**src/rtl/barrel_shifter_pipe.sv**
```systemverilog
// Two-stage pipelined barrel shifter with valid/ready handshaking.
// Stage 1 applies the coarse part of the shift (upper shift bits). Stage 2
// applies the fine part (lower shift bits) and drives the result. The
// operations compose exactly: logical and rotate shifts add up, and an
// arithmetic right shift keeps the sign bit in place. The two-step result
// therefore matches a single shift by the full amount.
// WIDTH must be a power of two between 4 and 64. SHW must keep its default.

module barrel_shifter_pipe #(
  parameter int WIDTH = 8,
  parameter int SHW   = $clog2(WIDTH)
) (
  input  logic             clock,
  input  logic             resetn,
  input  logic             in_valid,
  output logic             in_ready,
  input  logic [WIDTH-1:0] data,
  input  logic [SHW-1:0]   shift,
  input  logic             dir,
  input  logic [1:0]       mode,
  output logic             out_valid,
  input  logic             out_ready,
  output logic [WIDTH-1:0] result,
  output logic             zero
);

  // Fine (stage 2) and coarse (stage 1) shift-amount field widths
  localparam int FW = SHW / 2;
  localparam int CW = SHW - FW;

  // Effective operation after folding in direction and reserved mode:
  // arithmetic left is plain logical left, and mode 11 is logical
  typedef enum logic [1:0] {
    OP_LOGICAL = 2'd0,
    OP_ARITH   = 2'd1,
    OP_ROTATE  = 2'd2
  } op_e;

  // Shift x by amt in the given direction.
  // Rotation ORs in the bits pushed off the far end. When amt is zero,
  // the wrap-around shift is by WIDTH and contributes nothing.
  function automatic logic [WIDTH-1:0] shift_by(
    input logic [WIDTH-1:0] x,
    input logic [SHW:0]     amt,
    input logic             right,
    input op_e              op
  );
    logic [WIDTH-1:0] fwd;
    logic [WIDTH-1:0] back;
    logic [SHW:0]     rev;
    rev = (SHW+1)'(WIDTH) - amt;
    if (right) begin
      fwd  = x >> amt;
      back = x << rev;
    end else begin
      fwd  = x << amt;
      back = x >> rev;
    end
    case (op)
      OP_ROTATE: shift_by = fwd | back;
      OP_ARITH:  shift_by = WIDTH'($signed(x) >>> amt);
      default:   shift_by = fwd;
    endcase
  endfunction

  logic             s1_valid;
  logic [WIDTH-1:0] s1_data;
  logic [FW-1:0]    s1_fine;
  logic             s1_dir;
  op_e              s1_op;

  logic             s2_load;
  op_e              in_op;
  logic [SHW:0]     coarse_amt;
  logic [SHW:0]     fine_amt;
  logic [WIDTH-1:0] coarse_val;
  logic [WIDTH-1:0] fine_val;

  // Stage 2 can take a new beat when it is empty or its beat is leaving.
  // Stage 1 can take a new beat when it is empty or it is moving forward.
  assign s2_load  = !out_valid || out_ready;
  assign in_ready = !s1_valid || s2_load;

  // Decode the operation and compute the coarse shift on the incoming beat
  always_comb begin
    in_op = OP_LOGICAL;
    if (mode == 2'b10) begin
      in_op = OP_ROTATE;
    end else if (mode == 2'b01 && dir) begin
      in_op = OP_ARITH;
    end
    coarse_amt = {1'b0, shift[SHW-1:FW], {FW{1'b0}}};
    coarse_val = shift_by(data, coarse_amt, dir, in_op);
  end

  // Finish the shift in stage 2 using the fine amount carried with the beat
  always_comb begin
    fine_amt = {{(CW+1){1'b0}}, s1_fine};
    fine_val = shift_by(s1_data, fine_amt, s1_dir, s1_op);
  end

  // Stage 1 register: capture the partially shifted beat when there is room
  always_ff @(posedge clock or negedge resetn) begin
    if (!resetn) begin
      s1_valid <= 1'b0;
      s1_data  <= '0;
      s1_fine  <= '0;
      s1_dir   <= 1'b0;
      s1_op    <= OP_LOGICAL;
    end else if (in_ready) begin
      s1_valid <= in_valid;
      if (in_valid) begin
        s1_data <= coarse_val;
        s1_fine <= shift[FW-1:0];
        s1_dir  <= dir;
        s1_op   <= in_op;
      end
    end
  end

  // Stage 2 register: hold the output while stalled.
  // zero follows out_valid, so it drops when a bubble is loaded.
  always_ff @(posedge clock or negedge resetn) begin
    if (!resetn) begin
      out_valid <= 1'b0;
      result    <= '0;
      zero      <= 1'b0;
    end else if (s2_load) begin
      out_valid <= s1_valid;
      zero      <= s1_valid && (fine_val == '0);
      if (s1_valid) begin
        result <= fine_val;
      end
    end
  end

endmodule
```
**config.mk**
```make
export PLATFORM = sky130hd
export DESIGN_NAME = barrel_shifter_pipe
export DESIGN_NICKNAME = d
export VERILOG_FILES = /design/src/rtl/barrel_shifter_pipe.sv
export SDC_FILE = /design/constraint.sdc
export NUM_CORES = 1
export LEC_CHECK = 0
export CAP_MARGIN = 10
export CORE_ASPECT_RATIO = 1.5
export CORE_MARGIN = 3
export CORE_UTILIZATION = 55
export DETAILED_ROUTE_END_ITERATION = 12
export DONT_BUFFER_PORTS = 1
export PLACE_DENSITY = 0.76
export SYNTH_ARGS = -nofsm -noshare
export SYNTH_HDL_FRONTEND = slang
export SYNTH_SLANG_ARGS = --single-unit
```
**constraint.sdc**
```tcl
create_clock -name clock -period 1.75 [get_ports clock]
set_input_delay 0.2625 -clock clock [delete_from_list [all_inputs] [get_ports clock]]
set_output_delay 0.2625 -clock clock [all_outputs]
set_load 0.02 [all_outputs]
```
==> flow_summary_export.csv <==
group,metric,value,unit
cells_and_area,final_cell_mix,"nand2_1 (33), o21ai_0 (25), dfrtp_1 (23)",
timing,fin_ws,-0.05767,ns
grt,grt_overflow_total,0,
clock_tree,numCtsBuffers,3,
timing,max_freq,553.2,MHz
synth,synth_area_leaders,"dfrtp_1 (31%), o21ai_0 (7.7%), mux2i_1 (7.5%), nand2_1 (6.8%), a21oi_1 (4.8%)",
power,powerDensity,869.5,nW/um^2
synth,synth_top_area_share,30.71,%
placed_design,dp_cells,272,
floorplan,die_area,4159,um^2
timing,max_slew.worst_pin.slew,0.9763,ns
synth,synth_top_area_cell,"dfrtp_1",
synth,synth_edf_count,0,
timing,relSlewSlack,34.70,%
placed_design,dp_hpwl,3.384,mm
grt,grt_first_pass_wirelength,7.403,mm
clock_tree,insertion_delay,0.27,ns
synth,yosysUniqueCellTypes,50,
placed_design,pre_cts_slack,-0.08787,ns
grt,antenna_found_initial,0,
timing,hold_violations,0,
floorplan,io_pins,29,
cells_and_area,areaGrowthSynthToFinish,11.88,%
cells_and_area,num_antenna_cells,0,
timing,period_share,103.3,%
clock_tree,cts_sinks,23,
synth,synth_area,1874,um^2
grt,grt_pass1_vias,1676,
detailed_routing,drt_pre_antenna_iters,5,
cells_and_area,fillers,279,
outcome,violations,"setup timing",
power,worst_ir_drop_vdd,0.0004453,V
clock_tree,clk_pin_slew,0.08,ns
cells_and_area,drive_gt1_share,19.33,%
clock_tree,htree_num_levels,1,
floorplan,start_util,58.17,%
outcome,status,"finished, violations left",
timing,setup_violations,1,
placed_design,gp_congestion,0.9854,
timing,fin_crit,1.808,ns
worst_hold_path,min_path_cells,1,
cells_and_area,final_common_cell,"nand2_1",
floorplan,fp.dieH,77.50,um
cells_and_area,utilization,65.09,%
synth,syn_avg_cell_area,8.221,um^2
grt,grt_use_total,23.30,%
worst_setup_path,start_kind,"flip-flop",
timing,fin_skew,0.003596,ns
synth,synth-main-ff-cell,"dfrtp_1",
cells_and_area,fin_nets,260,
cells_and_area,layout.cells.non_filler,278,
synth,ys_seq_area_share,30.71,%
synth,synth_warnings,0,
detailed_routing,totalWireLength,4.421,mm
worst_setup_path,endpoint_kind,"flip-flop",
placed_design,io_buffers,0,
synth,synth_fp_nets,249,
detailed_routing,drt-vias-per-instance,6.295,
detailed_routing,drc,0,
clock_tree,clockBufferDepth,2,
detailed_routing,via_count,1750,
detailed_routing,routedWlPerCell,15.90,um
timing,slew_violations,0,
synth,ys_async_sr_fraction,100.0,%
detailed_routing,drtIter0Drc,102,
job,cap_violations,0,
floorplan,fp.coreArea,3222,um^2
clock_tree,root_buffer,"clkbuf_8",
floorplan,chipWidth,53.67,um
power,totalPowerFinal,1.823,mW
worst_setup_path,cp.required,1.96,ns
worst_setup_path,path_class,"reg2reg",
synth,syn_inst,228,
timing,rsz0062_at_grt,"true",
worst_setup_path,cp.arrival,2.02,ns
grt,grt_max_degree,24,
detailed_routing,antenna_left,0,
synth,synth_seq_cells,23,
power,leakage,0.8912,nW
floorplan,row_count,25,
clock_tree,cts_tree,"done",
worst_setup_path,cp_max_fo,6,
worst_setup_path,r2r_cells,7,
worst_hold_path,hold_path_class,"in2reg",
timing,fin_setup_tns,-0.05767,ns
[sequential cells by signal, summed over array words and instances (netlist names)]
name	flops
s1_data	8
s1_fine	1
s1_dir	1
s1_op	2
s1_valid	1
out_valid	1
result	8
zero	1
[Yosys cell counts (all sizes together), types with 3 or more instances]
cell type  number
dfrtp          23
a21oi          20
o221ai          3
nor2b           4
a22o            5
o31ai           3
nor3            4
and2            4
nor2           15
mux2i          14
o21ai          29
a22oi           4
nand2b          7
ha              3
inv            11
clkbuf         11
buf             3
nand2          34
[where the power goes]
part | switching (mW) | total [mW] | internal [mW]
clock | 0.173 | 0.332 | 0.159
sequential | 0.202 | 0.832 | 0.630
combinational | 0.329 | 0.660 | 0.330
total | 0.704 | 1.82 | 1.12
[cells by family (layout without fill, tap and decap cells)]
| group | Yosys count | count (layout) | synth area share (%) |
|---|---|---|---|
| AOI/OAI and AO/OA | 85 | 85 | 31.78 |
| adders and majority gates | 3 | 3 | 2.003 |
| and+or+nand+nor | 77 | 77 | 20.29 |
| muxes | 15 | 15 | 8.077 |
| DFF | 23 | 23 | 30.71 |
| buffers and inverters | 25 | 35 | 7.143 |
[area by class of cell]
type                    count  area, um^2  share of cell area, %
multi-input cells         180        1216                  58.00
flip-flops and latches     23       575.6                  27.45
repair buffers             20       165.2                  7.876
well taps                  40       50.05                  2.387
inverters                  11       43.79                  2.088
clock buffers               3       41.29                  1.969
clock inverters             1       5.005                 0.2387
[layer usage]
layer	wire [um]	track usage, %	share of wire [%]	vias to the layer above
met3	259	3.647	5.9	9
li1	-	-	-	852
met5	0	0	0	-
met4	95	8.696	2.1	0
met2	2477	42.72	56	86
met1	1588	25.09	36	803
[repair_timing]
item / in CTS / in global routing
gates resized for setup: 4 / 7
buffers inserted: 1 / 0
hold buffers: 1 / 0
endpoints found under the hold margin: 23 / 0
setup endpoints to repair: 5 / 5
pin swaps: 4 / 2
[worst paths after layout]
check	end	startpoint	slack (ns)
max	zero	s1_op[0]	-0.06
min reg2reg	out_valid	s1_valid	0.49
max reg2reg	zero	s1_op[0]	-0.06
max in group asynchronous	s1_op[1]	resetn	0.56
min	s1_valid	in_valid	0.1
min in group asynchronous	result[6]	resetn	0.59
[critical path: stages, from the launching register on]
cell and delay (ns):
dfrtp_1 0.38, inv_1 0.10, ha_4 0.23, nor2_2 0.19
o21ai_0 0.13, and2_2 0.25, a2111oi_4 0.27, a32o_1 0.20
[through the flow]
stage                     hold slack, ns  instance area, um^2
after floorplan                 -0.03309                 1897
after global placement          -0.03246                 1998
after detailed placement        -0.03262                 1998
after CTS                        0.09287                 2087
after global routing             0.08123                 2097
final                            0.09587                 2097
Power figures use the tool's default switching activity.
==> edit 1, RTL diff (same settings) <==
Change the parameter `WIDTH` from 8 to 16.
--- a/src/rtl/barrel_shifter_pipe.sv
+++ b/src/rtl/barrel_shifter_pipe.sv
@@ -9,3 +9,3 @@
 module barrel_shifter_pipe #(
-  parameter int WIDTH = 8,
+  parameter int WIDTH = 16,
   parameter int SHW   = $clog2(WIDTH)
Ports: changed (resized data, result and shift); port bits go from 29 to 46. The function was not compared with the original's and may differ.
==> edit 1 against the unedited design <==
- the run still ends with negative setup slack left
- final area increased to 2.6 times the old value
- synthesized cell count increased by 120%
- sequential cell count increased by 17
- count of clock-buffer cells in the layout increased by 3
- synthesized area increased by 120%
- combinational power increased to 3.9 times the old value
- clock skew increased by 4.6 ps
- global-route usage increased by 7.3 points
- critical path depth increased by 3
- worst hold slack got worse by 23 ps
- total power increased to 2.6 times the old value
- worst setup slack got worse by 380 ps
- routed wire length increased to 3.1 times the old value
- critical endpoint unchanged
- largest power group is now combinational logic
==> edit 1: results <==
export IMPL_grtUsageTotal=0.306
export IMPL_dpl_cell_area_um2=4930
export IMPL_grt_pass1_wl_um=21300
export IMPL_clk_pin_slew_worst_paths_ps=70
export IMPL_ys_seq_area_frac=0.241
export IMPL_drive_gt1_frac=0.368
export IMPL_synth_warning_count=0
export IMPL_first_pass_iters=5
export IMPL_antenna_diode_count=0
export IMPL_violations="negative setup slack"
export IMPL_grt_pass1_vias=4294
export IMPL_rr_worst_depth=10
export IMPL_reg2reg_slack_ps=-440
export IMPL_vdd_ir_drop_worst_v=0.000475
export IMPL_grt_max_degree=65
export IMPL_min_path_type="input port to register"
export IMPL_nets=603
export IMPL_gp_congestion=0.954
export IMPL_power_switching_uw=1920
export IMPL_cp_data_arrival_time_ps=2380
export IMPL_wl_per_cell_um=20.5
export IMPL_nFillCells=555
export IMPL_synth_area_leaders="dfrtp_1, mux4_1, mux2i_1"
export IMPL_p_leak_uw=0.00230
export IMPL_skew_ps=8.18
export IMPL_worst_skew_pair_late_latency_ps=310
export IMPL_htree_levels=2
export IMPL_setup_violations=13
export IMPL_first_iter_violations=396
export IMPL_clk_path_buf_depth=2
export IMPL_synth_distinct_cells=57
export IMPL_max_slew_margin_rel=0.690
export IMPL_setup_ws_ps=-441
export IMPL_r2r_start="s1_fine[0]"
export IMPL_synthCells=499
export IMPL_cts_buffers=5
export IMPL_yosys_top_cells_count="nand2_1, o21ai_0, a21oi_1, dfrtp_1, clkbuf_1"
export IMPL_top_regs="result x16, s1_data x16"
export IMPL_syn_nets=530
export IMPL_whs_ps=73.1
export IMPL_hpwl_um=9610
export IMPL_place_inst=647
export IMPL_outcome="complete, but fails checks"
export IMPL_drt_vias_per_instance=6.62
export IMPL_num_vias=4454
-- edit 1: changes by cell type in the layout (fill, tap and decap cells not counted), moves of 19 or more --
cell	before	now
buf_4	18	100
a21oi_1	17	39
nand2_1	33	57
mux2_2	1	20
-- edit 1: worst min-delay path by stage --
stage	startpoint	to	depth (start not counted)
4_1_cts	in_valid	s1_valid	1
2_1_floorplan	resetn	out_valid	0
3_5_place_dp	resetn	out_valid	0
3_3_place_gp	resetn	out_valid	0
6_report	in_valid	s1_valid	1
5_1_grt	in_valid	s1_valid	1
-- edit 1: stage by stage --
step / TNS [ps] / setup WS, ps
floorplan: -2820 / -453
global placement: -2270 / -391
detailed placement: -2820 / -397
CTS: -1640 / -325
global route: -3440 / -562
finish: -2550 / -441
-- edit 1: cell families (layout without fill, tap and decap cells) --
kind of cell	Yosys count	after routing	share of synthesized area
flops	40	40	0.241
simple gates	145	145	0.165
fa+ha+maj	4	4	0.0120
buf+inv	60	134	0.0662
mux	65	65	0.229
compound gates	185	185	0.288
-- edit 1: per-layer routing --
| metal | vias to the layer above | track usage | part of all wire |
|---|---|---|---|
| li1 | 2043 | - | - |
| met1 | 2146 | 0.329 | 0.36 |
| met2 | 206 | 0.568 | 0.53 |
| met3 | 59 | 0.0457 | 0.054 |
| met4 | 0 | 0.167 | 0.053 |
| met5 | - | 0 | 0 |
-- edit 1: final cells by class --
type | count | area [um^2] | area share
repair buffers | 117 | 998 | 0.186
clock inverters | 2 | 15.0 | 0.00280
clock buffers | 6 | 82.6 | 0.0154
flip-flops and latches | 40 | 1000 | 0.187
inverters | 9 | 43.8 | 0.00817
well taps | 100 | 125 | 0.0233
multi-input cells | 399 | 3090 | 0.577
-- edit 1: repair_timing --
item	4_1_cts	5_1_grt
setup endpoints to repair	15	15
gates resized for setup	23	33
pin swaps	2	10
endpoints found under the hold margin	40	0
hold buffers	2	0
cloned	0	1
setup buffers	8	9
-- edit 1: power by group through the flow --
stage               Combinational, uW  Clock (uW)  Sequential [uW]
floorplan                        1470           0             1440
global placement                 2130           0             1530
detailed placement               2160           0             1540
CTS                              2320         672             1510
global route                     2740         704             1550
finish                           2570         657             1530
-- edit 1: worst max-delay path: stages (launching register included) --
cell and delay (ps):
dfrtp_2 400, buf_6 110, clkinv_4 50, ha_4 280, buf_4 150, mux2i_2 140, o2bb2ai_1 160, nand2_1 100
a211oi_2 340, nor4_2 90, a32o_1 260
==> edit 2, RTL diff (same settings) <==
Without the edit above. Reset style: synchronous (`resetn`), changed in 2 clocked blocks.
--- a/src/rtl/barrel_shifter_pipe.sv
+++ b/src/rtl/barrel_shifter_pipe.sv
@@ -102,3 +102,3 @@
   // Stage 1 register: capture the partially shifted beat when there is room
-  always_ff @(posedge clock or negedge resetn) begin
+  always_ff @(posedge clock) begin
     if (!resetn) begin
@@ -122,3 +122,3 @@
   // zero follows out_valid, so it drops when a bubble is loaded.
-  always_ff @(posedge clock or negedge resetn) begin
+  always_ff @(posedge clock) begin
     if (!resetn) begin
Check against the original RTL: differs if resetn is asserted again (counterexample within 4 cycles, from zero or initial values and one cycle with resetn low); with resetn held inactive, the same outputs for 10 cycles.
==> edit 2 against the unedited design <==
- sequential cell count stayed put
- total power is 29% lower
- worst setup slack improved by 170 ps
- routed wire length grew 7.6%
- clock skew rose by 4.1 ps
- synthesized area fell by 5.9%
- sequential power decreased by 26%
- critical path depth did not move
- final area decreased by 5.8%
- highest routed layer unchanged
==> edit 2: results <==
export IMPL_cp_data_arrival_time_ps=1850
export IMPL_routed_wl_um=4760
export IMPL_synth_distinct_cells=48
export IMPL_clkCellAreaFrac=0.0234
export IMPL_final_core_util=0.658
export IMPL_critPathLaunch="s1_op[0]"
export IMPL_power_switching_uw=410
export IMPL_nFillCells=261
export IMPL_gp_congestion=0.928
export IMPL_regArea_um2=462
export IMPL_async_flop_share=0
export IMPL_grt_pass1_vias=1733
export IMPL_crit_fanout=8
export IMPL_grt_pass1_wl_um=7740
export IMPL_post_cts_resized=3
export IMPL_hpwl_um=3510
export IMPL_outcome="completed"
export IMPL_seq_cell_power_uw=615
export IMPL_p_clk_uw=336
export IMPL_buf_share=0.0709
export IMPL_multi_input_comb_cells=187
export IMPL_total_power_uw=1300
export IMPL_vdd_ir_drop_worst_v=0.000331
export IMPL_grtUsageTotal=0.257
export IMPL_p_leak_uw=0.000752
export IMPL_first_pass_iters=6
## edit 2: cell count changes after synthesis, sizes merged, moves of 5 or more
cell   change
a21oi      +6
o21ai      -5
dfrtp     -23
dfxtp     +23
buf        +6
nand2      -8
## edit 2: logic make-up (layout without fill, tap and decap cells)
group	after synthesis	after routing	share of synthesized area
DFF	23	23	0.261
AOI/OAI and AO/OA	93	93	0.346
buffers and inverters	29	32	0.0688
and+or+nand+nor	74	74	0.204
muxes	17	17	0.0986
adders and majority gates	3	3	0.0213
## edit 2: final timing paths
path	to	slack [ps]	cells after the start
worst max-delay path	zero	110	7
worst min-delay path	s1_valid	120	2
worst max register to register	zero	110	7
worst min register to register	out_valid	530	2
## edit 2: layer usage
layer	up-vias	part of all wire	track usage
met4	0	0.031	0.145
met1	853	0.36	0.286
met5	-	0	0
li1	896	-	-
met2	81	0.54	0.455
met3	13	0.068	0.0489
